## config.mk

```make
export PLATFORM = sky130hd
export DESIGN_NAME = fetch_ctrl
export DESIGN_NICKNAME = d
export VERILOG_FILES = /design/src/rtl/fetch_ctrl_pkg.sv /design/src/rtl/fetch_ctrl_sat_counter.sv /design/src/rtl/fetch_ctrl.sv
export SDC_FILE = /design/constraint.sdc
export NUM_CORES = 1
export LEC_CHECK = 0
export ABC_AREA = 0
export CAP_MARGIN = 0
export CORE_MARGIN = 4
export CORE_UTILIZATION = 40
export CTS_CLUSTER_DIAMETER = 50
export DETAILED_ROUTE_END_ITERATION = 16
export PLACE_DENSITY = 0.74
export SYNTH_ARGS = -nofsm -noshare
export SYNTH_HDL_FRONTEND = slang
export SYNTH_SLANG_ARGS = --single-unit
```

## constraint.sdc

```tcl
create_clock -name clk -period 4.5 [get_ports clk]
set_input_delay 1.35 -clock clk [delete_from_list [all_inputs] [get_ports clk]]
set_output_delay 1.35 -clock clk [all_outputs]
set_load 0.02 [all_outputs]
```

## src/rtl/fetch_ctrl_pkg.sv

```systemverilog
// Shared types and constants for the Fetch-stage sequencing controller.
package fetch_ctrl_pkg;

   typedef enum logic [1:0] {
      BOOT  = 2'd0,
      FETCH = 2'd1,
      REDIR = 2'd2
   } fetch_state_e;

   localparam logic [31:0] NOP_INSN         = 32'h0000_0013;
   localparam logic [31:0] DEFAULT_RESET_PC = 32'h0000_0000;

endpackage

```

## src/rtl/fetch_ctrl_sat_counter.sv

```systemverilog
// Saturating up-counter with synchronous clear; sticks at all-ones.
module sat_counter #(
   parameter int CNT_W = 32
) (
   input  logic             clk,
   input  logic             rst,
   input  logic             inc,
   input  logic             clear,
   output logic [CNT_W-1:0] count
);

   logic [CNT_W-1:0] count_q;
   logic [CNT_W-1:0] count_d;

   always_comb begin
      count_d = count_q;
      if (clear) begin
         count_d = '0;
      end else if (inc && (count_q != '1)) begin
         count_d = count_q + 1'b1;
      end
   end

   always_ff @(posedge clk or negedge rst) begin
      if (!rst) begin
         count_q <= '0;
      end else begin
         count_q <= count_d;
      end
   end

   assign count = count_q;

endmodule

```

## src/rtl/fetch_ctrl.sv

```systemverilog
// Fetch-stage sequencer: PC load/select, IF/ID capture/squash, ID/EX bubble.
// Define FETCH_CTRL_PERF_EN to add saturating stall/wait/flush counters.
module fetch_ctrl
   import fetch_ctrl_pkg::*;
#(
   parameter int          XLEN     = 32,
   parameter logic [31:0] RESET_PC = DEFAULT_RESET_PC
`ifdef FETCH_CTRL_PERF_EN
   ,
   parameter int          CNT_W    = 32
`endif
) (
   input  logic            clk,
   input  logic            rst,
   input  logic [XLEN-1:0] pc_plus4,
   input  logic            br_taken_e,
   input  logic [XLEN-1:0] br_target_e,
   input  logic            ld_stall_d,
   input  logic            imem_ack,
   output logic            imem_req,
   output logic [XLEN-1:0] pc_next,
   output logic            pc_we,
   output logic            ifid_we,
   output logic            ifid_flush,
   output logic            idex_flush
`ifdef FETCH_CTRL_PERF_EN
   ,
   output logic [CNT_W-1:0] stall_cnt,
   output logic [CNT_W-1:0] wait_cnt,
   output logic [CNT_W-1:0] flush_cnt
`endif
);

   fetch_state_e    state_q, state_d;
   logic [XLEN-1:0] pend_target_q, pend_target_d;

   // NOTE: every output and next-state value gets a default first so no path leaves one unassigned (no latches).
   always_comb begin
      state_d       = state_q;
      pend_target_d = pend_target_q;
      imem_req      = 1'b0;
      pc_we         = 1'b0;
      pc_next       = pc_plus4;
      ifid_we       = 1'b0;
      ifid_flush    = 1'b0;
      idex_flush    = 1'b0;

      unique case (state_q)
         BOOT: begin
            pc_we      = 1'b1;
            pc_next    = RESET_PC[XLEN-1:0];
            ifid_flush = 1'b1;
            state_d    = FETCH;
         end

         FETCH: begin
            imem_req = 1'b1;
            if (br_taken_e) begin
               ifid_flush = 1'b1;
               idex_flush = 1'b1;
               if (imem_ack) begin
                  pc_we   = 1'b1;
                  pc_next = br_target_e;
               end else begin
                  // Wrong-path fetch still in flight: park the target until it lands.
                  pend_target_d = br_target_e;
                  state_d       = REDIR;
               end
            end else if (ld_stall_d) begin
               idex_flush = 1'b1;
            end else if (!imem_ack) begin
               ifid_flush = 1'b1;
            end else begin
               pc_we   = 1'b1;
               ifid_we = 1'b1;
            end
         end

         REDIR: begin
            imem_req   = 1'b1;
            ifid_flush = 1'b1;
            if (br_taken_e) begin
               pend_target_d = br_target_e;
               idex_flush    = 1'b1;
            end
            if (imem_ack) begin
               pc_we   = 1'b1;
               pc_next = br_taken_e ? br_target_e : pend_target_q;
               state_d = FETCH;
            end
         end

         default: begin
            state_d = BOOT;
         end
      endcase
   end

   // NOTE: sequential state uses non-blocking assignments so all flops update together at the edge.
   always_ff @(posedge clk or negedge rst) begin
      if (!rst) begin
         state_q       <= BOOT;
         pend_target_q <= RESET_PC[XLEN-1:0];
      end else begin
         state_q       <= state_d;
         pend_target_q <= pend_target_d;
      end
   end

`ifdef FETCH_CTRL_PERF_EN
   logic stall_inc, wait_inc, flush_inc;

   assign stall_inc = (state_q == FETCH) && ld_stall_d && !br_taken_e;
   assign wait_inc  = imem_req && !imem_ack;
   assign flush_inc = (state_q == FETCH) && br_taken_e;

   sat_counter #(.CNT_W(CNT_W)) u_stall_cnt (
      .clk   (clk),
      .rst   (rst),
      .inc   (stall_inc),
      .clear (1'b0),
      .count (stall_cnt)
   );

   sat_counter #(.CNT_W(CNT_W)) u_wait_cnt (
      .clk   (clk),
      .rst   (rst),
      .inc   (wait_inc),
      .clear (1'b0),
      .count (wait_cnt)
   );

   sat_counter #(.CNT_W(CNT_W)) u_flush_cnt (
      .clk   (clk),
      .rst   (rst),
      .inc   (flush_inc),
      .clear (1'b0),
      .count (flush_cnt)
   );
`endif

endmodule

```

==> results of run 1 <==
==> state kept, by name, indices dropped and copies added (netlist names) <==
register / cells
state_q: 2
pend_target_q: 32
==> final cells by class <==
| type | count | area share (%) |
|---|---|---|
| inverters | 26 | 2.69 |
| clock inverters | 2 | 0.345 |
| flip-flops and latches | 34 | 23.5 |
| clock buffers | 6 | 2.28 |
| repair buffers | 115 | 30.4 |
| multi-input cells | 155 | 38.2 |
| well taps | 75 | 2.59 |
==> report_power, final <==
part,switching (mW),internal [mW],total [mW]
clock,0.106,0.123,0.229
sequential,0.0829,0.464,0.546
combinational,0.668,0.591,1.26
==> cells in the mapped netlist (all sizes together) (2+ instances only) <==
| master | instances |
|---|---|
| a21oi | 25 |
| a221o | 9 |
| and2 | 10 |
| buf | 16 |
| clkbuf | 4 |
| dfrtp | 34 |
| ha | 6 |
| inv | 26 |
| mux2 | 34 |
| mux2i | 23 |
| nand2 | 2 |
| nand2b | 2 |
| nor2 | 5 |
| nor2b | 3 |
| o21ai | 4 |
| o32ai | 24 |
==> cell families (layout without fill, tap and decap cells) <==
group	after synthesis	count (layout)
mux	57	57
fa+ha+maj	6	6
compound gates	65	66
flops	34	34
buf+inv	46	149
simple gates	26	26
==> worst max-delay path, cell delays in order <==
cell and delay (ns):
clkdlybuf4s50_1 0.53, nand2b_2 0.16, o32a_4 0.28, a221o_1 0.36, dlygate4sd2_1 0.32
==> cells in the final DEF (no fill, tap or decap), types with 4 or more instances in the layout <==
cell	count
buf_4	8
clkbuf_8	6
a221o_1	9
dfrtp_1	34
mux2_2	11
nor2_1	4
mux2_1	23
clkdlybuf4s50_1	71
ha_1	6
mux2i_1	23
dlygate4sd2_1	32
o32ai_1	23
and2_1	10
inv_1	26
a21oi_1	25
==> metal layers <==
layer | wire, um | GRT usage [%] | up-vias
met2 | 3020 | 30.3 | 78
met1 | 2800 | 23.3 | 1030
li1 | - | - | 1072
met5 | 0 | 0 | -
met3 | 550 | 5.19 | 2
met4 | 15 | 2.59 | 0
==> stage by stage <==
step           power [mW]  worst slack (ns)
6_report             2.03             0.149
5_1_grt              2.20           0.00949
4_1_cts              2.06             0.131
3_5_place_dp         1.87            -0.190
3_3_place_gp         1.85            -0.159
2_1_floorplan        1.37             0.598
==> final timing paths <==
path / startpoint / end / slack (ns) / depth (start not counted)
setup / recovery: imem_ack / pc_next[7] / 0.15 / 5
hold / removal: pend_target_q[28] / pend_target_q[28] / 0.48 / 1
setup reg to reg: state_q[1] / pend_target_q[31] / 1.86 / 6
hold reg to reg: pend_target_q[28] / pend_target_q[28] / 0.48 / 1
max in group asynchronous: rst / state_q[1] / 2.87 / 1
min in group asynchronous: rst / pend_target_q[10] / 1.14 / 1
==> run metrics, run 1 <==
Most used DFF post-synth=dfrtp_1; Post-Route WL=between 6000 and 7000 um; First-pass DRT Iterations=4; Fmax achieved=between 200 and 250 MHz; row count=28; simple-gate portion of the synthesized area=under 10%; I/O pin count=approximately 110; main area contributors after synthesis=dfrtp_1, mux2_1, mux2i_1; Max Clock Skew=0.00875 ns; Seq. cell area=~850 um^2; Avg WL per Cell=about 15 um; DR vias=about 2200; Post-CTS Resized=36; Die X=between 80 and 90 um; layout cell share with drive strength beyond 1=between 10% and 20%; post-route cell area=0.00362 mm^2; shortest period the worst path allows=between 4 and 5 ns; root buf cell=clkbuf_8; number of antenna violations at the first check in global routing=0; post-synthesis sequential area ratio=between 30% and 40%; final core occ=between 60 and 70%; post-synthesis mux area share=between 20% and 30%; setup TNS=0 ns; clk sinks=34; area of the multi-input gates=0.00139 mm^2; Die Ht=85.7 um; Total GRT Usage=approximately 18%; CP Capture Type=primary output; total global routing overflow=0; Initial Util=around two fifths; vias in the first global route=between 2000 and 2500; post-synth top area cell=dfrtp_1; post-synth cell types=31; Max VDD drop=0.265 mV; Num CTS Buffers=5; post-route antenna net violation count=0; placed cells=404; post-DP HPWL=roughly 4600 um; Fillers=approximately 540; endpoints failing setup=0; flops & latches, synth=34; post-synthesis async set-or-reset flop share=100%; Hold WC Path Type=reg -> reg; initial drt markers=roughly 60; hold buffers post-CTS=0; Syn Inst Count=234; PwrDens=562 mW/mm^2; compound-gate portion of the synthesized area=between 10% and 20%; CP Max Fanout=9; Placed Area=~0.0035 mm^2; first-pass GRT wire length=roughly 11000 um; Clock Latency Late Sink=~0.28 ns; die area=approximately 0.0073 mm^2; H-tree depth=2; Placer Congestion=approximately 0.74; core area=~0.0059 mm^2; CTS max path bufs=2; Max Cap Viol=0; Final Hold Viols=0; XOR/XNOR Fraction of Synth Area=0%; pin count of the biggest net entering global routing=35; IO Port Bufs=roughly 110; DRC viols=0; Via-to-Cell Ratio=roughly 5.3; WHS=around 0.48 ns; Synth Area in Adders=under 10%; Yosys top cell area share=35.3%; Finished Layout Cells=~410; Tcrit/Tclk final=between 90% and 100%; post-layout net count=412; CTS tree=yes; Post-synth EDFFs=0; slew of the pin with the lowest slew margin=between 0.7 and 0.8 ns; setup bufs post-CTS=0; WS Path Type=in -> out; main combinational cell family by area after synthesis=multiplexers; ANT cells=0; Startpoint Class=input port; Layout area overhead=50.2%; Reg clk slew, reported paths=about 0.060 ns; leak pwr=approximately 1.7 nW; Data arrival, critical path=3.00 ns; synth warn=0; count of pins over their slew limit=0; Mapped Area=roughly 0.0024 mm^2; average size of a mapped cell=10.3 um^2; WP data required=about 3.2 ns; Syn Nets=309; status=finished, final reports clean; max_slew headroom=49.4%; RSZ-0062 raised after global routing=false
Power figures use the tool's default switching activity.
==> inputs of run 2 (changes only) <==
--- a/config.mk
+++ b/config.mk
@@ -12,6 +12,7 @@
 export CTS_CLUSTER_DIAMETER = 50
 export DETAILED_ROUTE_END_ITERATION = 16
 export PLACE_DENSITY = 0.74
+export SLEW_MARGIN = 20
 export SYNTH_ARGS = -nofsm -noshare
 export SYNTH_HDL_FRONTEND = slang
 export SYNTH_SLANG_ARGS = --single-unit
==> results of run 2 <==
Same layout as run 1: the final DEF is identical, and so are final timing and power.
==> inputs of run 3 (changes only) <==
--- a/config.mk
+++ b/config.mk
@@ -5,13 +5,12 @@
 export SDC_FILE = /design/constraint.sdc
 export NUM_CORES = 1
 export LEC_CHECK = 0
-export ABC_AREA = 0
-export CAP_MARGIN = 0
+export ABC_AREA = 1
 export CORE_MARGIN = 4
 export CORE_UTILIZATION = 40
 export CTS_CLUSTER_DIAMETER = 50
 export DETAILED_ROUTE_END_ITERATION = 16
-export PLACE_DENSITY = 0.74
+export PLACE_DENSITY = 0.68
 export SLEW_MARGIN = 20
 export SYNTH_ARGS = -nofsm -noshare
 export SYNTH_HDL_FRONTEND = slang
==> run 3 against run 2 <==
Against the previous run: cell area up 24%; via count up 79%; clock power grew 3%; sequential share of layout area down 4.6 points; combinational power grew 34%; highest routed layer unchanged; routed wire length increased by 54%; global-route usage is 2.6 points higher; critical path depth stayed put.
==> run metrics, run 3 <==
Die Ht=98.3 um (+15%); Max Clock Skew=0.00322 ns (-0.00553 ns); Max VDD drop=0.342 mV (+29%); CTS tree=yes; ANT cells=0 (unchanged); Most used DFF post-synth=dfrtp_1; layout cell share with drive strength beyond 1=4.64% (-6.3 points); placed cells=826 (+100%); status=finished, final reports clean; leak pwr=2.83 nW (+71%); Startpoint Class=input port; Layout area overhead=37.8%; count of pins over their slew limit=0 (unchanged); Cell Chain, Critical Path=clkdlybuf4s50_1, buf_4, a21oi_1, nor3b_1, clkdlybuf4s50_1; CP Max Fanout=17 (+8); post-layout net count=806 (+96%); Total GRT Usage=20.5% (+2.6 points); Mapped Area=0.00326 mm^2 (+35%); die area=0.00966 mm^2 (+32%); Syn Inst Count=634 (+170%); worst path bufs/invs=3 (+1); I/O pin count=106 (unchanged); Yosys top cell area share=50.9% (+16 points); Max Cap Viol=0 (unchanged); post-route cell area=0.00450 mm^2 (+24%); post-synth cell types=18 (-42%); average size of a mapped cell=5.14 um^2 (-50%); First-pass DRT Iterations=5 (+1); Via-to-Cell Ratio=4.68 (-11%); Die X=98.3 um (+15%); Num CTS Buffers=5 (unchanged); post-route antenna net violation count=0 (unchanged); clk sinks=34 (unchanged); core area=0.00785 mm^2 (+33%); RSZ-0062 raised after global routing=false; endpoints failing setup=0 (unchanged); post-DP HPWL=6930 um (+49%); IO Port Bufs=105 (unchanged); max_slew headroom=44.6% (-4.9 points); slew of the pin with the lowest slew margin=0.831 ns (+0.0728 ns); DR vias=3907 (+79%); shortest period the worst path allows=4.39 ns (+0.0431 ns); Fmax achieved=228 MHz (-0.98%); Tcrit/Tclk final=97.7% (+0.96 points); pin count of the biggest net entering global routing=35 (unchanged); vias in the first global route=3588 (+57%); Post-Route WL=9860 um (+54%); WP data required=3.15 ns (about the same); DRC viols=0 (unchanged); Placer Congestion=0.782 (+5.5%); Clock Latency Late Sink=0.28 ns (about the same); WS Path Type=in -> out; Avg WL per Cell=11.8 um (-24%); biggest regs=pend_target_q: 32 flops, state_q: 2 flops; total global routing overflow=0 (unchanged); Post-synth EDFFs=0 (unchanged); Data arrival, critical path=3.04 ns (+0.04 ns); Hold WC Path Type=reg -> reg; post-synth top area cell=nand2_1; Final Hold Viols=0 (unchanged); Commonest cells post-synth=nand2_1, inv_1, dfrtp_1; Initial Util=41.6% (+0.58 points); setup bufs post-CTS=0 (unchanged); CP Capture Type=primary output; Reg clk slew, reported paths=0.07 ns (about the same); row count=32 (+14%); synth warn=0 (unchanged); Most common cell on crit path=clkdlybuf4s50_1; first-pass GRT wire length=16600 um (+54%); max incr delay on CP=0.64 ns (+0.11 ns); setup TNS=0 ns (unchanged); main area contributors after synthesis=nand2_1, dfrtp_1, inv_1; most frequent cells in the layout=nand2_1, clkdlybuf4s50_1, inv_1, dfrtp_1, dlygate4sd2_1; Slowest-stage cell, CP=clkdlybuf4s50_1; Finished Layout Cells=834 (+100%); hold buffers post-CTS=0 (unchanged); number of antenna violations at the first check in global routing=0 (unchanged); Syn Nets=709 (+130%); root buf cell=clkbuf_8; H-tree depth=2 (unchanged); commonest non-fill, non-tap cell in the layout=nand2_1; post-synthesis async set-or-reset flop share=100% (unchanged); CTS max path bufs=2 (unchanged); post-synthesis sequential area ratio=26.1% (-9.2 points); register name with the most flops=pend_target_q; initial drt markers=203 (+230%); Placed Area=0.00444 mm^2 (+26%); fin worst setup slack=0.106 ns (-0.0431 ns); PwrDens=548 mW/mm^2 (-2.4%); max reg flops=32 (unchanged); worst slack, placed=-0.0561 ns (+0.134 ns); delay-heaviest family, CP=buffers and inverters; flops & latches, synth=34 (unchanged); cell with the most instances after synthesis=nand2_1
[run 3: layer usage]
metal | part of all wire, % | vias to the layer above | GRT usage (%)
met3 | 8.1 | 5 | 4.21
li1 | - | 2057 | -
met1 | 46 | 1707 | 27.6
met4 | 0.62 | 0 | 3.78
met2 | 45 | 138 | 34.2
met5 | 0 | - | 0
[run 3: repair_timing]
item | in CTS | in global routing
gates resized for setup | 33 | 2
setup endpoints to repair | 32 | 2
gates cloned | 0 | 0
pin swaps | 0 | 0
[run 3: cells by family (layout without fill, tap and decap cells)]
kind of cell / Yosys count / after routing / synth area share [%]
DFF: 34 / 34 / 26.1
adders and majority gates: 6 / 6 / 2.30
AOI/OAI and AO/OA: 7 / 7 / 1.07
buffers and inverters: 89 / 187 / 11.5
and+or+nand+nor: 498 / 498 / 59.0
[run 3: metrics by stage]
stage | total power, mW | hold slack [ns] | utilization (%)
after floorplan | 1.70 | 0.449 | -
after global placement | 2.31 | 0.461 | 56.5
after detailed placement | 2.34 | 0.465 | 56.5
after CTS | 2.49 | 0.484 | 57.2
after global routing | 2.73 | 0.494 | 57.3
final | 2.46 | 0.480 | 57.3
[run 3: where the power goes]
part	internal [mW]	total, mW	switching (mW)
clock network	0.124	0.237	0.114
logic	0.611	1.69	1.08
registers	0.458	0.540	0.0816
[run 3: layout make-up]
| class | instances | area (um^2) |
|---|---|---|
| fillers | 820 | 3350 |
| multi-input cells | 511 | 2040 |
| repair buffers | 121 | 1170 |
| flip-flops and latches | 34 | 851 |
| inverters | 58 | 218 |
| well taps | 102 | 128 |
| clock buffers | 7 | 86.3 |
| clock inverters | 1 | 5.00 |
[run 3: tightest hold or removal path: stages, from the launching register on]
cell and delay (ns):
dfrtp_1 0.34, nand2_1 0.05, nand2_1 0.06
[run 3: final timing paths]
check | from | endpoint | slack, ns | depth (start not counted)
min in group asynchronous | rst | state_q[1] | 1.16 | 1
hold reg to reg | pend_target_q[31] | pend_target_q[31] | 0.48 | 2
setup / recovery | br_taken_e | idex_flush | 0.11 | 5
max in group asynchronous | rst | pend_target_q[3] | 2.81 | 1
hold / removal | pend_target_q[31] | pend_target_q[31] | 0.48 | 2
setup reg to reg | state_q[0] | pend_target_q[29] | 2.21 | 9
